## config.mk

```make
export PLATFORM = sky130hd
export DESIGN_NAME = dsp_result_collector
export DESIGN_NICKNAME = d
export VERILOG_FILES = /design/src/rtl/dsp_result_collector.sv
export SDC_FILE = /design/constraint.sdc
export NUM_CORES = 1
export LEC_CHECK = 0
export BUFFER_PORTS_ARGS = -buffer_cell sky130_fd_sc_hd__clkbuf_2
export CAP_MARGIN = 20
export CORE_ASPECT_RATIO = 1.4
export CORE_MARGIN = 2
export CORE_UTILIZATION = 59
export CTS_CLUSTER_DIAMETER = 100
export DETAILED_ROUTE_END_ITERATION = 16
export PLACE_DENSITY = 0.86
export SLEW_MARGIN = 40
export SYNTH_ARGS = -nofsm -noshare
export SYNTH_HDL_FRONTEND = slang
export SYNTH_SLANG_ARGS = --single-unit
```

## constraint.sdc

```tcl
create_clock -name clk -period 9.7 [get_ports clk]
set_clock_uncertainty 0.05 [all_clocks]
set_input_delay 1.94 -clock clk [delete_from_list [all_inputs] [get_ports clk]]
set_output_delay 1.94 -clock clk [all_outputs]
set_load 0.005 [all_outputs]
```

## src/rtl/dsp_result_collector.sv

```systemverilog
// dsp_result_collector
// Tracks operand sets issued into a DSP48A1 slice, delays an issue marker by
// the slice pipeline latency and captures {CARRYOUT, P} when the result
// emerges. Results are queued in a small FIFO with a valid/ready output.
// Issue credit is throttled so every result in flight already owns a slot.
module dsp_result_collector #(
    parameter int WIDTH   = 48,
    parameter int LATENCY = 4,
    parameter int DEPTH   = 4
) (
    input  logic                       clk,
    input  logic                       rst,
    input  logic                       flush,
    input  logic                       issue_valid,
    output logic                       issue_ready,
    input  logic [WIDTH-1:0]           p_in,
    input  logic                       carry_in,
    output logic                       out_valid,
    input  logic                       out_ready,
    output logic [WIDTH-1:0]           out_data,
    output logic                       out_carry,
    output logic [$clog2(DEPTH):0]     inflight,
    output logic                       err
);

    localparam int AW = $clog2(DEPTH);
    localparam int CW = $clog2(DEPTH) + 1;

    localparam logic [CW-1:0] DEPTH_C   = CW'(DEPTH);
    localparam logic [CW:0]   DEPTH_W_C = (CW + 1)'(DEPTH);
    localparam logic [CW-1:0] CNT_ONE_C = CW'(1'b1);
    localparam logic [AW-1:0] PTR_ONE_C = AW'(1'b1);

    // Registered state
    logic [LATENCY-1:0] marker_r;
    logic [CW-1:0]      inflight_r;
    logic [CW-1:0]      count_r;
    logic [AW-1:0]      wr_ptr_r;
    logic [AW-1:0]      rd_ptr_r;
    logic [WIDTH:0]     mem_r [DEPTH];
    logic               issue_ready_r;
    logic               out_valid_r;
    logic               err_r;

    // Per-cycle events and next-state values
    logic               accept_s;
    logic               capture_s;
    logic               pop_s;
    logic               full_s;
    logic               wr_en_s;
    logic               overflow_s;
    logic [CW-1:0]      inflight_nxt_s;
    logic [CW-1:0]      count_nxt_s;
    logic [CW:0]        credit_sum_s;
    logic               ready_nxt_s;
    logic [WIDTH:0]     head_s;

    // Decode handshakes and compute next occupancy and credit
    always_comb begin
        accept_s       = issue_valid && issue_ready_r;
        capture_s      = marker_r[LATENCY-1];
        pop_s          = out_valid_r && out_ready;
        full_s         = (count_r == DEPTH_C);
        // At full a same-cycle pop frees the slot being overwritten
        wr_en_s        = capture_s && (!full_s || pop_s);
        overflow_s     = capture_s && full_s && !pop_s;
        inflight_nxt_s = inflight_r;
        count_nxt_s    = count_r;

        if (accept_s && !capture_s) begin
            inflight_nxt_s = inflight_r + CNT_ONE_C;
        end else if (capture_s && !accept_s) begin
            inflight_nxt_s = inflight_r - CNT_ONE_C;
        end else begin
            inflight_nxt_s = inflight_r;
        end

        if (wr_en_s && !pop_s) begin
            count_nxt_s = count_r + CNT_ONE_C;
        end else if (pop_s && !wr_en_s) begin
            count_nxt_s = count_r - CNT_ONE_C;
        end else begin
            count_nxt_s = count_r;
        end

        credit_sum_s = {1'b0, count_nxt_s} + {1'b0, inflight_nxt_s};
        ready_nxt_s  = (credit_sum_s < DEPTH_W_C);
    end

    // Marker pipe: one bit per accepted issue, aligned with the slice latency
    always_ff @(posedge clk or posedge rst) begin
        if (rst) begin
            marker_r <= {LATENCY{1'b0}};
        end else if (flush) begin
            marker_r <= {LATENCY{1'b0}};
        end else begin
            marker_r[0] <= accept_s;
            for (int i = 1; i < LATENCY; i++) begin
                marker_r[i] <= marker_r[i-1];
            end
        end
    end

    // Occupancy counters, pointers and registered handshake outputs
    always_ff @(posedge clk or posedge rst) begin
        if (rst) begin
            inflight_r    <= {CW{1'b0}};
            count_r       <= {CW{1'b0}};
            wr_ptr_r      <= {AW{1'b0}};
            rd_ptr_r      <= {AW{1'b0}};
            issue_ready_r <= 1'b1;
            out_valid_r   <= 1'b0;
        end else if (flush) begin
            inflight_r    <= {CW{1'b0}};
            count_r       <= {CW{1'b0}};
            wr_ptr_r      <= {AW{1'b0}};
            rd_ptr_r      <= {AW{1'b0}};
            issue_ready_r <= 1'b1;
            out_valid_r   <= 1'b0;
        end else begin
            inflight_r    <= inflight_nxt_s;
            count_r       <= count_nxt_s;
            // Pointers wrap naturally because DEPTH is a power of two
            wr_ptr_r      <= wr_en_s ? (wr_ptr_r + PTR_ONE_C) : wr_ptr_r;
            rd_ptr_r      <= pop_s ? (rd_ptr_r + PTR_ONE_C) : rd_ptr_r;
            issue_ready_r <= ready_nxt_s;
            out_valid_r   <= (count_nxt_s != {CW{1'b0}});
        end
    end

    // Result storage: capture {carry, P} at the write pointer
    always_ff @(posedge clk or posedge rst) begin
        if (rst) begin
            for (int i = 0; i < DEPTH; i++) begin
                mem_r[i] <= {(WIDTH + 1){1'b0}};
            end
        end else if (wr_en_s && !flush) begin
            mem_r[wr_ptr_r] <= {carry_in, p_in};
        end else begin
            mem_r <= mem_r;
        end
    end

    // Sticky overflow flag; only a hard reset clears it
    always_ff @(posedge clk or posedge rst) begin
        if (rst) begin
            err_r <= 1'b0;
        end else if (overflow_s && !flush) begin
            err_r <= 1'b1;
        end else begin
            err_r <= err_r;
        end
    end

    // Head of FIFO, forced to zero when empty so no stale data is visible
    always_comb begin
        head_s = mem_r[rd_ptr_r];
        if (out_valid_r) begin
            out_data  = head_s[WIDTH-1:0];
            out_carry = head_s[WIDTH];
        end else begin
            out_data  = {WIDTH{1'b0}};
            out_carry = 1'b0;
        end
    end

    assign issue_ready = issue_ready_r;
    assign out_valid   = out_valid_r;
    assign inflight    = inflight_r;
    assign err         = err_r;

endmodule
```

Yosys cells after proc, flatten, opt, wreduce, memory -nomap -nowiden
Cells that the tools add are included.
{"block": "word_totals", "register_bits": 213, "latch_bits": 0, "ramBits": 0, "romBits": 0, "input_bits": 54, "output_inout_bits": 55, "elab_cells": 69, "mem_count": 0}
{"block": "classes", "addsub": 7, "mul": 0, "n_div": 0, "order_cmp": 4, "eq_ne": 1, "shift": 0, "n_mux": 21, "bitwise_logic": 2, "n_reduce_logical": 22}
{"cell": "$bwmux 196", "n": 1}
{"cell": "$mux 49", "n": 3}
{"cell": "$bmux 49 s2", "n": 1}
{"cell": "$demux 49 s2", "n": 1}
{"cell": "$mux 48", "n": 1}
{"cell": "$mux 3", "n": 6}
{"cell": "$logic_and 1x1->1", "n": 12}
{"cell": "$mux 2", "n": 4}
{"cell": "$add 3x1->3 const B", "n": 2}
{"cell": "$ge 3x3->1 const B", "n": 2}
{"cell": "$logic_not 1->1", "n": 6}
{"cell": "$not 2->3", "n": 2}
{"cell": "$sub 3x1->3 const B", "n": 2}
{"cell": "$add 2x1->2 const B", "n": 2}
{"cell": "$add 3x3->4", "n": 1}
{"cell": "$lt 4x3->1 const B", "n": 1}
{"cell": "$mux 4", "n": 1}
{"cell": "$reduce_bool 2->1", "n": 2}
{"cell": "$eq 3x3->1 const B", "n": 1}
{"cell": "$lt 3x1->1 const B", "n": 1}
{"cell": "$mux 1", "n": 3}
{"cell": "$reduce_bool 3->1", "n": 1}
{"cell": "$logic_or 1x1->1", "n": 1}

Logic depth before layout (Yosys ltp)
Gate-level depths: netlist (run 1).
{"block": "logic_depth", "word_depth": 11, "mapped_depth": 10}

Worst setup path before layout (run 1)
OpenSTA, ideal clock, no wires.
{"block": "synth_timing", "kind": "register to output", "start": "reg rd_ptr_r[0]", "end": "out out_data[10]", "t_arrival_ns": 1.485, "slack_ns": 6.225, "path_stages_with_launch": 5, "cell_sequence": "dfrtp_1 > clkbuf_1 > buf_2 > mux4_2 > and2_1"}
{"block": "synth_via", "elab_chain_len": 5}
{"element": "start: declaration", "line_no": "39", "rtl": "logic [AW-1:0] rd_ptr_r;"}
{"element": "start signal: assignment", "line_no": "110", "rtl": "rd_ptr_r <= {AW{1'b0}};"}
{"element": "start signal: assignment", "line_no": "117", "rtl": "rd_ptr_r <= {AW{1'b0}};"}
{"element": "start signal: assignment", "line_no": "125", "rtl": "rd_ptr_r <= pop_s ? (rd_ptr_r + PTR_ONE_C) : rd_ptr_r;"}
{"element": "$not 2->3 (implied by the code)", "line_no": "157", "rtl": "head_s = mem_r[rd_ptr_r];"}
{"element": "$bmux 49 s2", "line_no": "157"}
{"element": "$mux 49 (implied by the code) (2 in a row)", "line_no": "157"}
{"element": "$mux 48", "line_no": "158", "rtl": "if (out_valid_r) begin"}
{"element": "end: declaration", "line_no": "20", "rtl": "output logic [WIDTH-1:0] out_data,"}
No other way between the ends. The select of a mux whose other input is x is not followed.

Final worst setup path (run 1)
{"block": "layout_timing", "start": "reg rd_ptr_r[1]", "end": "out out_data[19]"}
Same word-level chain as after synthesis.

==> run metrics, run 1 <==
Mapped Nets=695; Psw=0.000577 W; CP Class=reg -> out; top cell type's share of synthesized area=53.7%; IR drop worst, VDD=0.177 mV; depth of the most critical reg-to-reg path=6; post_cts resized=0; clock-pin transition on the worst setup and hold timing paths=60 ps; routed len/inst=21.3 µm; Least-Margin Pin Slew=761 ps; Netlist cell types=40; multi-input logic area=4290 µm²; syn_area_per_cell=15.7 µm²; number of max-cap violations=0; Synth async-reset ratio=100%; clock sink count=213; share of power burned in registers=45.1%; synth warn=0; Setup TNS=0 ps; first-pass iteration count of the detailed router=4; endpoints failing setup=0; number of I/O pins=109; clock share of power=36.9%; Area Growth Syn to Fin=14.2%; Slew Limit Headroom=49.3%; port buffer count=108; WP data required=7710 ps; Critical Path End=out_data[19]; critical path launch point=rd_ptr_r[1]$_DFFE_PP0P_; gr usage total=23.5%; register area=5340 µm²; EDFF count, synth=0; critical path arrival=2420 ps; status=complete, no violations; share of cells above drive strength 1=54.4%; H-Tree Depth=1; RSZ-0062 raised after global routing=no; num rows=56; CTS tree=done; # diodes=0; Die ar.=17800 µm²; Yosys top cell by area=dfrtp_1; post-route ant nets=0; first-pass GRT wire length=32900 µm; register area share after synthesis=54.0%; Remaining DRCs=0; Area contributors post-synth=dfrtp_1 (54%), mux2_2 (19%), mux4_2 (11%); Fin. Hold Viols=0; Pleak=5.70 nW; cts hold-fix bufs=0; Post-DP HPWL=12700 µm; P_int=0.00169 W; vias=5617; switch share=25.5%; gr ovfl total=0; min Tclk post-route=4410 ps; Logic pwr share=18.1%; CP Capture Type=output port; total core area=16600 µm²; Max FO, Critical Path=35; nets=795; fin crit share=45.5%; number of global-route vias before repair=6328; setup bufs post-CTS=0; Hold Path Class=reg -> reg; first-iteration detailed-routing DRC count=336; detailed-route vias per instance=5.93; PwrDens=201 nW/µm²; Syn Std Cell Area=9880 µm²; Max Transition Viols Final=0; post-synthesis register bit count=213; routability cong.=0.755; initial antenna violation count=0; Fmax=227 MHz; Mapped Cells=631; worst hold margin=417 ps; CTS root buf=clkbuf_16; die height=157 µm; Startpoint Class=register; aggregate routed wire length=20200 µm; post-layout util=67.9%; largest net degree at the start of global routing=134; reg2reg start=out_valid$_DFF_PP0_; FF-to-FF End=mem_r[101]$_DFFE_PP0P_; clock tree buffer depth=3; Final Total Pwr=0.00227 W; initial core utilization=59.5%; FILL cells=1123; clk_lat worst skew=500 ps; DIE WIDTH=113 µm; dominant synthesized flop cell=dfrtp_1; flop2flop setup slack=6540 ps; CTS buffer count=21
==> worst min path at each step <==
stage | start | end | depth (start not counted)
floorplan | marker_r[0]$_DFF_PP0_ | marker_r[1]$_DFF_PP0_ | 1
finish | marker_r[0]$_DFF_PP0_ | marker_r[1]$_DFF_PP0_ | 1
CTS | marker_r[0]$_DFF_PP0_ | marker_r[1]$_DFF_PP0_ | 1
detailed placement | marker_r[0]$_DFF_PP0_ | marker_r[1]$_DFF_PP0_ | 1
global route | marker_r[0]$_DFF_PP0_ | marker_r[1]$_DFF_PP0_ | 1
global placement | marker_r[2]$_DFF_PP0_ | marker_r[3]$_DFF_PP0_ | 1
==> logic make-up after synthesis <==
| group | Yosys count | share of synthesized area, % |
|---|---|---|
| flops | 213 | 54.0 |
| mux | 249 | 35.1 |
| xor+xnor | 7 | 0.621 |
| compound gates | 16 | 1.22 |
| fa+ha+maj | 12 | 1.47 |
| simple gates | 84 | 5.02 |
| buf+inv | 50 | 2.62 |
==> critical path, stage by stage (launching register included) <==
cell	delay [ps]
dfrtp_2	630
buf_4	560
mux4_2	390
and2_1	210
clkbuf_2	120
==> metrics by stage <==
stage / setup slack (ps) / area, µm² / cells
finish: 5290 / 11300 / 948
floorplan: 1890 / 9880 / 631
global route: 5160 / 11300 / 948
global placement: 5610 / 10500 / 909
CTS: 5250 / 11300 / 948
detailed placement: 5560 / 10600 / 911
==> area by class of cell <==
type                       count  area share [%]
clock buffer                  29            5.46
sequential                   213            47.3
clock inverter                 8           0.854
multi-input combinational    368            38.0
timing repair buffer         117            5.65
tap                          203            2.25
inverter                      10           0.444
==> state kept, by name, indices dropped and copies added, names as in the netlist <==
register and cells:
wr_ptr_r 2, mem_r 196, rd_ptr_r 2, issue_ready 1
count_r 3, out_valid 1, err 1, inflight 3
marker_r 4
==> cells in the final DEF (no fill, tap or decap), types with 2 or more instances in the layout <==
cell type | synthesis | final
buf_4 | 3 | 6
mux2_2 | 164 | 164
xnor2_1 | 6 | 6
ha_1 | 10 | 10
mux2_1 | 3 | 3
clkbuf_1 | 13 | 2
clkbuf_8 | 0 | 6
mux2_4 | 30 | 30
a21oi_1 | 3 | 3
and2_1 | 53 | 53
nor2b_1 | 5 | 5
clkbuf_16 | 0 | 21
o21ai_0 | 3 | 3
buf_12 | 0 | 2
mux2i_1 | 3 | 3
mux4_2 | 49 | 49
maj3_1 | 2 | 2
inv_1 | 10 | 9
clkinv_2 | 0 | 4
nand2_2 | 4 | 4
nand2_1 | 7 | 7
dfrtp_1 | 212 | 210
clkbuf_2 | 0 | 108
nor2_1 | 9 | 9
bufinv_16 | 0 | 2
==> cell usage after synthesis, types with 3 or more instances <==
| library cell | n |
|---|---|
| a21oi_1 | 3 |
| mux2i_1 | 3 |
| xnor2_1 | 6 |
| mux4_2 | 49 |
| nor2_1 | 9 |
| nor2b_1 | 5 |
| nand2_2 | 4 |
| mux2_2 | 164 |
| inv_1 | 10 |
| and2_1 | 53 |
| nand2_1 | 7 |
| buf_6 | 5 |
| buf_2 | 18 |
| mux2_1 | 3 |
| ha_1 | 10 |
| clkbuf_1 | 13 |
| dfrtp_1 | 212 |
| mux2_4 | 30 |
| buf_4 | 3 |
| o21ai_0 | 3 |
==> power by group through the flow <==
stage	clock network [W]	registers, W	logic (W)
2_1_floorplan	0	0.00100	0.000303
3_3_place_gp	0	0.00105	0.000356
3_5_place_dp	0	0.00104	0.000410
4_1_cts	0.000848	0.00102	0.000415
5_1_grt	0.000884	0.00103	0.000448
6_report	0.000835	0.00102	0.000410
==> per-layer routing <==
layer	global-route usage, %	up-vias	routed length [µm]
met5	0	-	0
met4	7.32	0	478
met3	3.39	39	701
met2	42.0	113	10800
met1	29.6	2983	8270
li1	-	2482	-
Power figures use the tool's default switching activity.
==> run 2, diff against run 1 <==
==> constraint.sdc (replaced) <==
create_clock -name clk -period 4.25 [get_ports clk]
set_clock_uncertainty 0.05 [all_clocks]
set_input_delay 0.85 -clock clk [delete_from_list [all_inputs] [get_ports clk]]
set_output_delay 0.85 -clock clk [all_outputs]
set_load 0.005 [all_outputs]
==> run metrics, run 2 (synthesized netlist as in run 1, its figures left out) <==
Hold Path Class=reg -> reg; Slowest cell on crit path=dfrtp_4; worst hold margin=423 ps; flop2flop setup slack=1770 ps; fin crit share=80.5%; IR drop worst, VDD=0.363 mV; CTS buffer count=21; commonest non-fill, non-tap cell in the layout=dfrtp_1; FF-to-FF End=issue_ready$_DFF_PP1_; Area Growth Syn to Fin=14.6%; post-route ant nets=0; Fmax=292 MHz; PwrDens=455 nW/µm²; number of global-route vias before repair=6455; Post-DP HPWL=13200 µm; clock sink count=213; number of max-cap violations=0; detailed-route vias per instance=5.96; cts hold-fix bufs=0; clk_lat worst skew=490 ps; CTS tree=done; Pleak=5.73 nW; CP Capture Type=output port; CP Class=reg -> out; number of I/O pins=109; num rows=56; routability cong.=0.751; H-Tree Depth=1; gr ovfl total=0; critical path's largest stage delay=870 ps; final worst slack=827 ps; setup bufs post-CTS=0; critical path arrival=2520 ps; commonest non-fill, non-tap cells in the layout=dfrtp_1 (210), mux2_2 (164), clkbuf_2 (108); vias=5647; Worst path top cell family by delay=flip-flops; post-layout util=68.2%; Place WS=1250 ps; die height=157 µm; WHS Path Cells=1; aggregate routed wire length=21000 µm; Fin. Hold Viols=0; FILL cells=1105; hold wc startpoint=marker_r[2]$_DFF_PP0_; Remaining DRCs=0; share of cells above drive strength 1=54.0%; critical path launch point=rd_ptr_r[0]$_DFFE_PP0P_; initial antenna violation count=1; Die ar.=17800 µm²; first-pass iteration count of the detailed router=4; DIE WIDTH=113 µm; Hold Path End=marker_r[3]$_DFF_PP0_; RSZ-0062 raised after global routing=no; routed len/inst=22.1 µm; endpoints failing setup=0; Max FO, Critical Path=31; min Tclk post-route=3420 ps; clock tree buffer depth=3; total core area=16600 µm²; Least-Margin Pin Slew=815 ps; WP data required=3350 ps; status=complete, no violations; Startpoint Class=register; post_cts resized=0; first-iteration detailed-routing DRC count=352; gr usage total=24.2%; initial core utilization=59.5%; Max Transition Viols Final=0; Buf/Inv on CP=2; max FFs per register=196; nets=796; clock-pin transition on the worst setup and hold timing paths=60 ps; CTS root buf=clkbuf_16; reg2reg start=count_r[0]$_DFF_PP0_; Slew Limit Headroom=45.5%; depth of the most critical reg-to-reg path=9; port buffer count=108; CP Cell Sequence=buf_12 > mux4_2 > and2_1 > clkbuf_2; biggest regs=mem_r: 196 flops, marker_r: 4 flops; Largest Register=mem_r; first-pass GRT wire length=33500 µm; largest net degree at the start of global routing=119; Setup TNS=0 ps
[run 2: stage by stage]
step                      total power (W)  area (µm²)  cells
final                             0.00515       11300    948
after global routing              0.00539       11300    948
after CTS                         0.00520       11300    947
after detailed placement          0.00330       10600    912
after global placement            0.00323       10600    912
after floorplan                   0.00298        9880    631
[run 2: metal layers]
metal	global-route usage, %	routed length [µm]	part of all wire, %	vias up
met2	44.9	11700	56	122
met4	9.00	510	2.4	0
li1	-	-	-	2477
met3	3.50	725	3.5	32
met5	0	0	0	-
met1	28.5	8030	38	3016
[run 2: worst max path at each step]
| stage | end | slack (ps) | depth (start not counted) |
|---|---|---|---|
| 4_1_cts | out_data[31] | 770 | 4 |
| 3_5_place_dp | mem_r[102]$_DFFE_PP0P_ | 1250 | 6 |
| 6_report | out_data[31] | 830 | 4 |
| 5_1_grt | out_data[31] | 670 | 4 |
| 3_3_place_gp | mem_r[50]$_DFFE_PP0P_ | 1270 | 6 |
| 2_1_floorplan | count_r[0]$_DFF_PP0_ | 580 | 1 |
[run 2: layout make-up]
cell class / count / area [µm²] / area share, %
flip-flops and latches: 213 / 5340 / 47.1
multi-input cells: 368 / 4290 / 37.9
repair buffers: 118 / 697 / 6.16
clock buffers: 28 / 582 / 5.14
well taps: 203 / 254 / 2.24
clock inverters: 7 / 116 / 1.03
inverters: 10 / 41.3 / 0.365
diodes: 1 / 2.50 / 0.0221
[run 2: power by group]
group          switching [W]  internal, W  total, W
clock network       0.000748      0.00114   0.00189
registers           0.000143      0.00219   0.00234
logic               0.000405     0.000521  0.000926
